### config.mk
export PLATFORM = sky130hd
export DESIGN_NAME = cpu_clk_sequencer_flat
export DESIGN_NICKNAME = d
export VERILOG_FILES = /design/src/rtl/cpu_clk_sequencer_if.sv /design/src/rtl/cpu_clk_sequencer.sv /design/src/flat_wrapper.sv
export SDC_FILE = /design/constraint.sdc
export NUM_CORES = 1
export LEC_CHECK = 0
export ABC_AREA = 1
export CAP_MARGIN = 15
export CORE_MARGIN = 3
export CORE_UTILIZATION = 40
export DETAILED_ROUTE_END_ITERATION = 8
export PLACE_DENSITY_LB_ADDON = 0.08
export SKIP_CTS_REPAIR_TIMING = 1
export SLEW_MARGIN = 0
export SYNTH_ARGS = -nofsm -noshare
export SYNTH_HDL_FRONTEND = slang
export SYNTH_SLANG_ARGS = --single-unit
### constraint.sdc
create_clock -name BasysCLK -period 2.7 [get_ports BasysCLK]
set_input_delay 0.54 -clock BasysCLK [delete_from_list [all_inputs] [get_ports BasysCLK]]
set_output_delay 0.54 -clock BasysCLK [all_outputs]
set_load 0.01 [all_outputs]
### src/rtl/cpu_clk_sequencer_if.sv
// Board-side bundle for cpu_clk_sequencer: debounced controls, breakpoint
// inputs and the generated CPU clock with its status outputs.
// master: board/bench side that drives controls. slave: the sequencer.
interface cpu_clk_sequencer_if;
   logic        StepBtn;
   logic        BurstBtn;
   logic        RunSw;
   logic        HaltReq;
   logic        BkptEn;
   logic [31:0] PC;
   logic [31:0] BkptAddr;
   logic        CPUCLK;
   logic [31:0] CycleCount;
   logic [1:0]  State;
   logic        Running;
   logic        Halted;

   modport master (
      output StepBtn, BurstBtn, RunSw, HaltReq, BkptEn, PC, BkptAddr,
      input  CPUCLK, CycleCount, State, Running, Halted
   );

   modport slave (
      input  StepBtn, BurstBtn, RunSw, HaltReq, BkptEn, PC, BkptAddr,
      output CPUCLK, CycleCount, State, Running, Halted
   );
endinterface

### src/rtl/cpu_clk_sequencer.sv
// CPU clock sequencer: derives a full-pulse CPU clock from BasysCLK in
// single-step, burst, free-run and halt modes. Every CPU cycle is a complete
// high phase followed by a complete low phase.
// Optional breakpoint comparator: define CPU_CLK_BKPT_EN.
module cpu_clk_sequencer #(
   parameter int unsigned RUN_HALF  = 50000000,
   parameter int unsigned STEP_HALF = 8,
   parameter int unsigned BURST_LEN = 16
) (
   input logic                BasysCLK,
   input logic                Reset,
   cpu_clk_sequencer_if.slave bus
);

   typedef enum logic [1:0] {
      StIdle   = 2'd0,
      StHigh   = 2'd1,
      StLow    = 2'd2,
      StHalted = 2'd3
   } state_e;

   typedef enum logic [1:0] {
      ModeStep  = 2'd0,
      ModeBurst = 2'd1,
      ModeRun   = 2'd2
   } mode_e;

   localparam logic [31:0] RunLast  = 32'(RUN_HALF - 1);
   localparam logic [31:0] StepLast = 32'(STEP_HALF - 1);
   localparam logic [31:0] BurstLen = 32'(BURST_LEN);

   state_e      state_q, state_d;
   mode_e       mode_q, mode_d;
   logic [31:0] phase_q, phase_d;
   logic [31:0] remaining_q, remaining_d;
   logic [31:0] cycle_count_q, cycle_count_d;
   logic        halt_pend_q, halt_pend_d;
   logic        step_prev_q, burst_prev_q;
   logic        cpuclk_q;

   logic step_rise, burst_rise, halt_now, phase_last, bkpt_hit;

   assign step_rise  = bus.StepBtn & ~step_prev_q;
   assign burst_rise = bus.BurstBtn & ~burst_prev_q;
   // A request arriving this cycle counts the same as one already pending.
   assign halt_now   = halt_pend_q | bus.HaltReq;
   assign phase_last = (phase_q == ((mode_q == ModeRun) ? RunLast : StepLast));

`ifdef CPU_CLK_BKPT_EN
   assign bkpt_hit = bus.BkptEn & (bus.PC == bus.BkptAddr);
`else
   logic unused_bkpt_inputs;
   assign unused_bkpt_inputs = ^{bus.BkptEn, bus.PC, bus.BkptAddr};
   assign bkpt_hit = 1'b0;
`endif

   // State register and datapath registers, synchronous reset.
   always_ff @(posedge BasysCLK) begin
      if (Reset) begin
         state_q       <= StIdle;
         mode_q        <= ModeStep;
         phase_q       <= '0;
         remaining_q   <= '0;
         cycle_count_q <= '0;
         halt_pend_q   <= 1'b0;
         step_prev_q   <= 1'b0;
         burst_prev_q  <= 1'b0;
         cpuclk_q      <= 1'b0;
      end else begin
         state_q       <= state_d;
         mode_q        <= mode_d;
         phase_q       <= phase_d;
         remaining_q   <= remaining_d;
         cycle_count_q <= cycle_count_d;
         halt_pend_q   <= halt_pend_d;
         step_prev_q   <= bus.StepBtn;
         burst_prev_q  <= bus.BurstBtn;
         cpuclk_q      <= (state_d == StHigh);
      end
   end

   // Next-state logic; button edges outside IDLE/HALTED are simply dropped.
   always_comb begin
      state_d       = state_q;
      mode_d        = mode_q;
      phase_d       = phase_q;
      remaining_d   = remaining_q;
      cycle_count_d = cycle_count_q;
      case (state_q)
         StIdle: begin
            phase_d = '0;
            if (halt_now) begin
               state_d = StHalted;
            end else if (bus.RunSw) begin
               state_d = StHigh;
               mode_d  = ModeRun;
            end else if (burst_rise) begin
               state_d     = StHigh;
               mode_d      = ModeBurst;
               remaining_d = BurstLen;
            end else if (step_rise) begin
               state_d     = StHigh;
               mode_d      = ModeStep;
               remaining_d = 32'd1;
            end
         end
         StHigh: begin
            if (phase_last) begin
               state_d = StLow;
               phase_d = '0;
            end else begin
               phase_d = phase_q + 32'd1;
            end
         end
         StLow: begin
            if (phase_last) begin
               // Cycle boundary: the only point a new pulse may start.
               phase_d = '0;
               if (halt_now || bkpt_hit) begin
                  state_d = StHalted;
               end else if (mode_q == ModeRun && bus.RunSw) begin
                  state_d = StHigh;
               end else if (mode_q != ModeRun && remaining_q > 32'd1) begin
                  state_d     = StHigh;
                  remaining_d = remaining_q - 32'd1;
               end else begin
                  state_d = StIdle;
               end
            end else begin
               phase_d = phase_q + 32'd1;
            end
         end
         StHalted: begin
            phase_d = '0;
            if (step_rise) begin
               state_d = StIdle;
            end
         end
         default: state_d = StIdle;
      endcase
      if (state_d == StHigh && state_q != StHigh) begin
         cycle_count_d = cycle_count_q + 32'd1;
      end
      halt_pend_d = (state_d == StHalted && state_q != StHalted) ? 1'b0 : halt_now;
   end

   // Outputs decoded from registered state.
   always_comb begin
      bus.CPUCLK     = cpuclk_q;
      bus.CycleCount = cycle_count_q;
      bus.State      = state_q;
      bus.Running    = (state_q == StHigh) || (state_q == StLow);
      bus.Halted     = (state_q == StHalted);
   end

endmodule

### src/flat_wrapper.sv
// flat-port wrapper written by rule: the top's interface ports become plain ports
module cpu_clk_sequencer_flat 
#(
   parameter int unsigned RUN_HALF  = 50000000,
   parameter int unsigned STEP_HALF = 8,
   parameter int unsigned BURST_LEN = 16
)
  (BasysCLK, Reset, bus_StepBtn, bus_BurstBtn, bus_RunSw, bus_HaltReq, bus_BkptEn, bus_PC, bus_BkptAddr, bus_CPUCLK, bus_CycleCount, bus_State, bus_Running, bus_Halted);
  cpu_clk_sequencer_if bus_i ();
  input logic BasysCLK;
  input logic Reset;
  input wire logic [$bits(bus_i.StepBtn)-1:0] bus_StepBtn;
  input wire logic [$bits(bus_i.BurstBtn)-1:0] bus_BurstBtn;
  input wire logic [$bits(bus_i.RunSw)-1:0] bus_RunSw;
  input wire logic [$bits(bus_i.HaltReq)-1:0] bus_HaltReq;
  input wire logic [$bits(bus_i.BkptEn)-1:0] bus_BkptEn;
  input wire logic [$bits(bus_i.PC)-1:0] bus_PC;
  input wire logic [$bits(bus_i.BkptAddr)-1:0] bus_BkptAddr;
  output wire logic [$bits(bus_i.CPUCLK)-1:0] bus_CPUCLK;
  output wire logic [$bits(bus_i.CycleCount)-1:0] bus_CycleCount;
  output wire logic [$bits(bus_i.State)-1:0] bus_State;
  output wire logic [$bits(bus_i.Running)-1:0] bus_Running;
  output wire logic [$bits(bus_i.Halted)-1:0] bus_Halted;
  assign bus_i.StepBtn = bus_StepBtn;
  assign bus_i.BurstBtn = bus_BurstBtn;
  assign bus_i.RunSw = bus_RunSw;
  assign bus_i.HaltReq = bus_HaltReq;
  assign bus_i.BkptEn = bus_BkptEn;
  assign bus_i.PC = bus_PC;
  assign bus_i.BkptAddr = bus_BkptAddr;
  assign bus_CPUCLK = bus_i.CPUCLK;
  assign bus_CycleCount = bus_i.CycleCount;
  assign bus_State = bus_i.State;
  assign bus_Running = bus_i.Running;
  assign bus_Halted = bus_i.Halted;
  cpu_clk_sequencer #(.RUN_HALF(RUN_HALF), .STEP_HALF(STEP_HALF), .BURST_LEN(BURST_LEN)) u_core (.BasysCLK(BasysCLK), .Reset(Reset), .bus(bus_i));
endmodule
==> qor.csv <==
metric,value,unit
diodes,0,
crit_chain,"inv_1, ha_1, clkdlybuf4s50_1",
powerDensity,708.5,mW/mm^2
fin_skew,6.635,ps
yosys_warnings,0,
grt_overflow,0,
clk_latency,350,ps
cp_slowest_cell,clkdlybuf4s50_1,
synthFlopType,dfxtp_1,
cap_violations,0,
cts_max_level,3,
start_util,41.44,%
critical_path_arrival,1830,ps
via_per_inst,5.101,
cts_buffer_depth,2,
setup_violations,0,
rows,44,
critPathTopFamily,buffers and inverters,
yosysTopAreaCell,dfxtp_1,
p_leak,2.698,nW
fin_util,48.13,%
yosys.area.top_type_share,34.05,%
synthCells,912,
area.sequential,0.002082,sq mm
drtPass1Iterations,4,
holdCritPathClass,flop to flop,
ant_nets,0,
peakVddDrop,0.0004213,V
coreArea,0.01475,sq mm
cts.sinks,104,
min_path_cells,1,
die_w,129.6,microns
synth_common_cells,"201 x nand2_1, 154 x nor2_1, 104 x dfxtp_1, 79 x a21oi_1, 78 x inv_1",
cts_tree,done,
outcome,completed,
synth_area_per_cell,6.705,sq um
setup_tns,0,ps
tightest_slew,577.6,ps
r2r-end,u_core.bus.CycleCount[20],
clock.fmax,422.5,MHz
rsz0062_at_grt,false,
netlist_area,0.006115,sq mm
rr_startpoint,u_core.remaining_q[0],
die_area,0.01681,sq mm
antenna_found_initial,0,
grt_max_degree,54,
area_delta_synth_final,16.14,%
yosysUniqueCellTypes,41,
regToRegSetupSlack,450,ps
fillers,1560,
vias,5856,
synth_edf_count,0,
cp.depth,3,
gr-usage-all-layers,20.07,%
routabilityCongestion,0.9026,
syn_nets,991,
startpoint_type,flop,
die_h,129.6,microns
place_hpwl,11980,microns
period_minus_slack,2367,ps
ys_seq_area_share,34.05,%
layout-drive-gt1-share,6.846,%
crit_fanout,5,
final.period_utilization,87.67,%
hold_violations,0,
ioPinCount,108,
finalNetCount,1038,
multi_input_area,0.003558,sq mm
cp_slowest_stage_delay,540,ps
relSlewSlack,61.49,%
totalWireLength,16320,microns
synthTopCellsByArea,"dfxtp_1 34%, nand2_1 12%, nor2_1 9.5%",
async_flop_share,0,%
reg2reg_depth,13,
clkTransAtPathRegs,70,ps
crit_buf_inv,2,
numCtsBuffers,9,
hold_path_end,u_core.phase_q[0],
post-synth-top-count-cell,nand2_1,
drt_iter0_drc,249,
grt_pass1_wl,27210,microns
hp-start,u_core.phase_q[0],
portBuffers,42,
crit_start,u_core.bus.State[1],
worstSetupPathType,flop to primary output,
cts-root-buf,clkbuf_16,
maxSlewViolCount,0,
synth_seq_cells,104,
routedWlPerCell,14.21,microns
drc,0,
required,2160,ps
cp-end-kind,primary output,
grt_pass1_vias,5437,
how the worst max path moves through the flow:
| stage | to | slack (ps) |
|---|---|---|
| 2_1_floorplan | u_core.remaining_q[1] | 650 |
| 3_3_place_gp | u_core.remaining_q[25] | 180 |
| 3_5_place_dp | u_core.remaining_q[26] | 190 |
| 4_1_cts | bus_Running | 310 |
| 5_1_grt | u_core.phase_q[30] | 150 |
| 6_report | bus_Running | 330 |
cell type report:
type / instances / share of cell area, %
clock buffers: 10 / 3.224
clock inverters: 6 / 0.9514
inverters: 81 / 4.281
multi-input cells: 699 / 50.11
flip-flops and latches: 104 / 29.32
well taps: 184 / 3.242
repair buffers: 64 / 8.879
layer usage:
layer  routed length, microns  GRT usage [%]
met1                     7966          27.09
met2                     7454          32.82
met3                      596          4.081
met4                      299          5.257
met5                        0              0
placed cells by master, fill, tap and decap left out, drive strengths merged:
cell           count
clkinv             3
a211oi             1
nor3b              4
nand2            209
nor4              18
or2                4
or3                1
nand3             35
clkdlybuf4s50     41
o21a              11
xnor2             16
nor4b              1
o21bai             1
a21oi             82
nor3              32
ha                 8
nand4             52
o22ai              1
clkinvlp           2
dfxtp            104
buf               23
and3               6
inv               81
clkbuf            10
nor2             161
and2               2
bufinv             1
a22oi              1
xor2              37
o21ai             16
flip-flops by register name, indices dropped and copies added (netlist names):
name / cells
u_core.bus.CycleCount: 32
u_core.phase_q: 32
u_core.remaining_q: 32
u_core.bus.State: 2
u_core.mode_q: 2
u_core.burst_prev_q: 1
u_core.bus.CPUCLK: 1
u_core.halt_pend_q: 1
u_core.step_prev_q: 1
logic make-up (layout without fill, tap and decap cells):
logic type	count (synthesis)	count (layout)	share of synthesized area, %
compound gates	113	113	10.15
xor+xnor	53	53	7.591
fa+ha+maj	8	8	1.637
buf+inv	109	161	7.755
flops	104	104	34.05
simple gates	525	525	38.82
worst reg2reg max path, delay by kind of cell (launching register included):
family	cells	cell delay, ps
AO/OA/AOI/OAI	4	580
buffers and inverters	2	400
flip-flops	1	380
adder cells (fa/ha/maj)	1	280
AND/OR/NAND/NOR	6	540
stage by stage:
stage / worst slack (ps) / area, sq um / total power [mW] / instances / hold slack, ps
2_1_floorplan: 652.4 / 6115 / 3.172 / 912 / 417.6
3_3_place_gp: 184.5 / 6805 / 3.745 / 1132 / 430.3
3_5_place_dp: 192.2 / 6805 / 3.731 / 1132 / 441.8
4_1_cts: 313.6 / 7102 / 5.097 / 1148 / 454.1
5_1_grt: 155.0 / 7102 / 5.395 / 1148 / 468.0
6_report: 333.0 / 7102 / 5.031 / 1148 / 452.1
where the power goes:
part	internal, mW	switching [mW]	leakage (nW)
combinational	0.712	1.29	1.72
clock	0.724	0.614	0.139
sequential	1.61	0.0757	0.841
total	3.05	1.98	2.70
(Power assumes the default switching activity.)
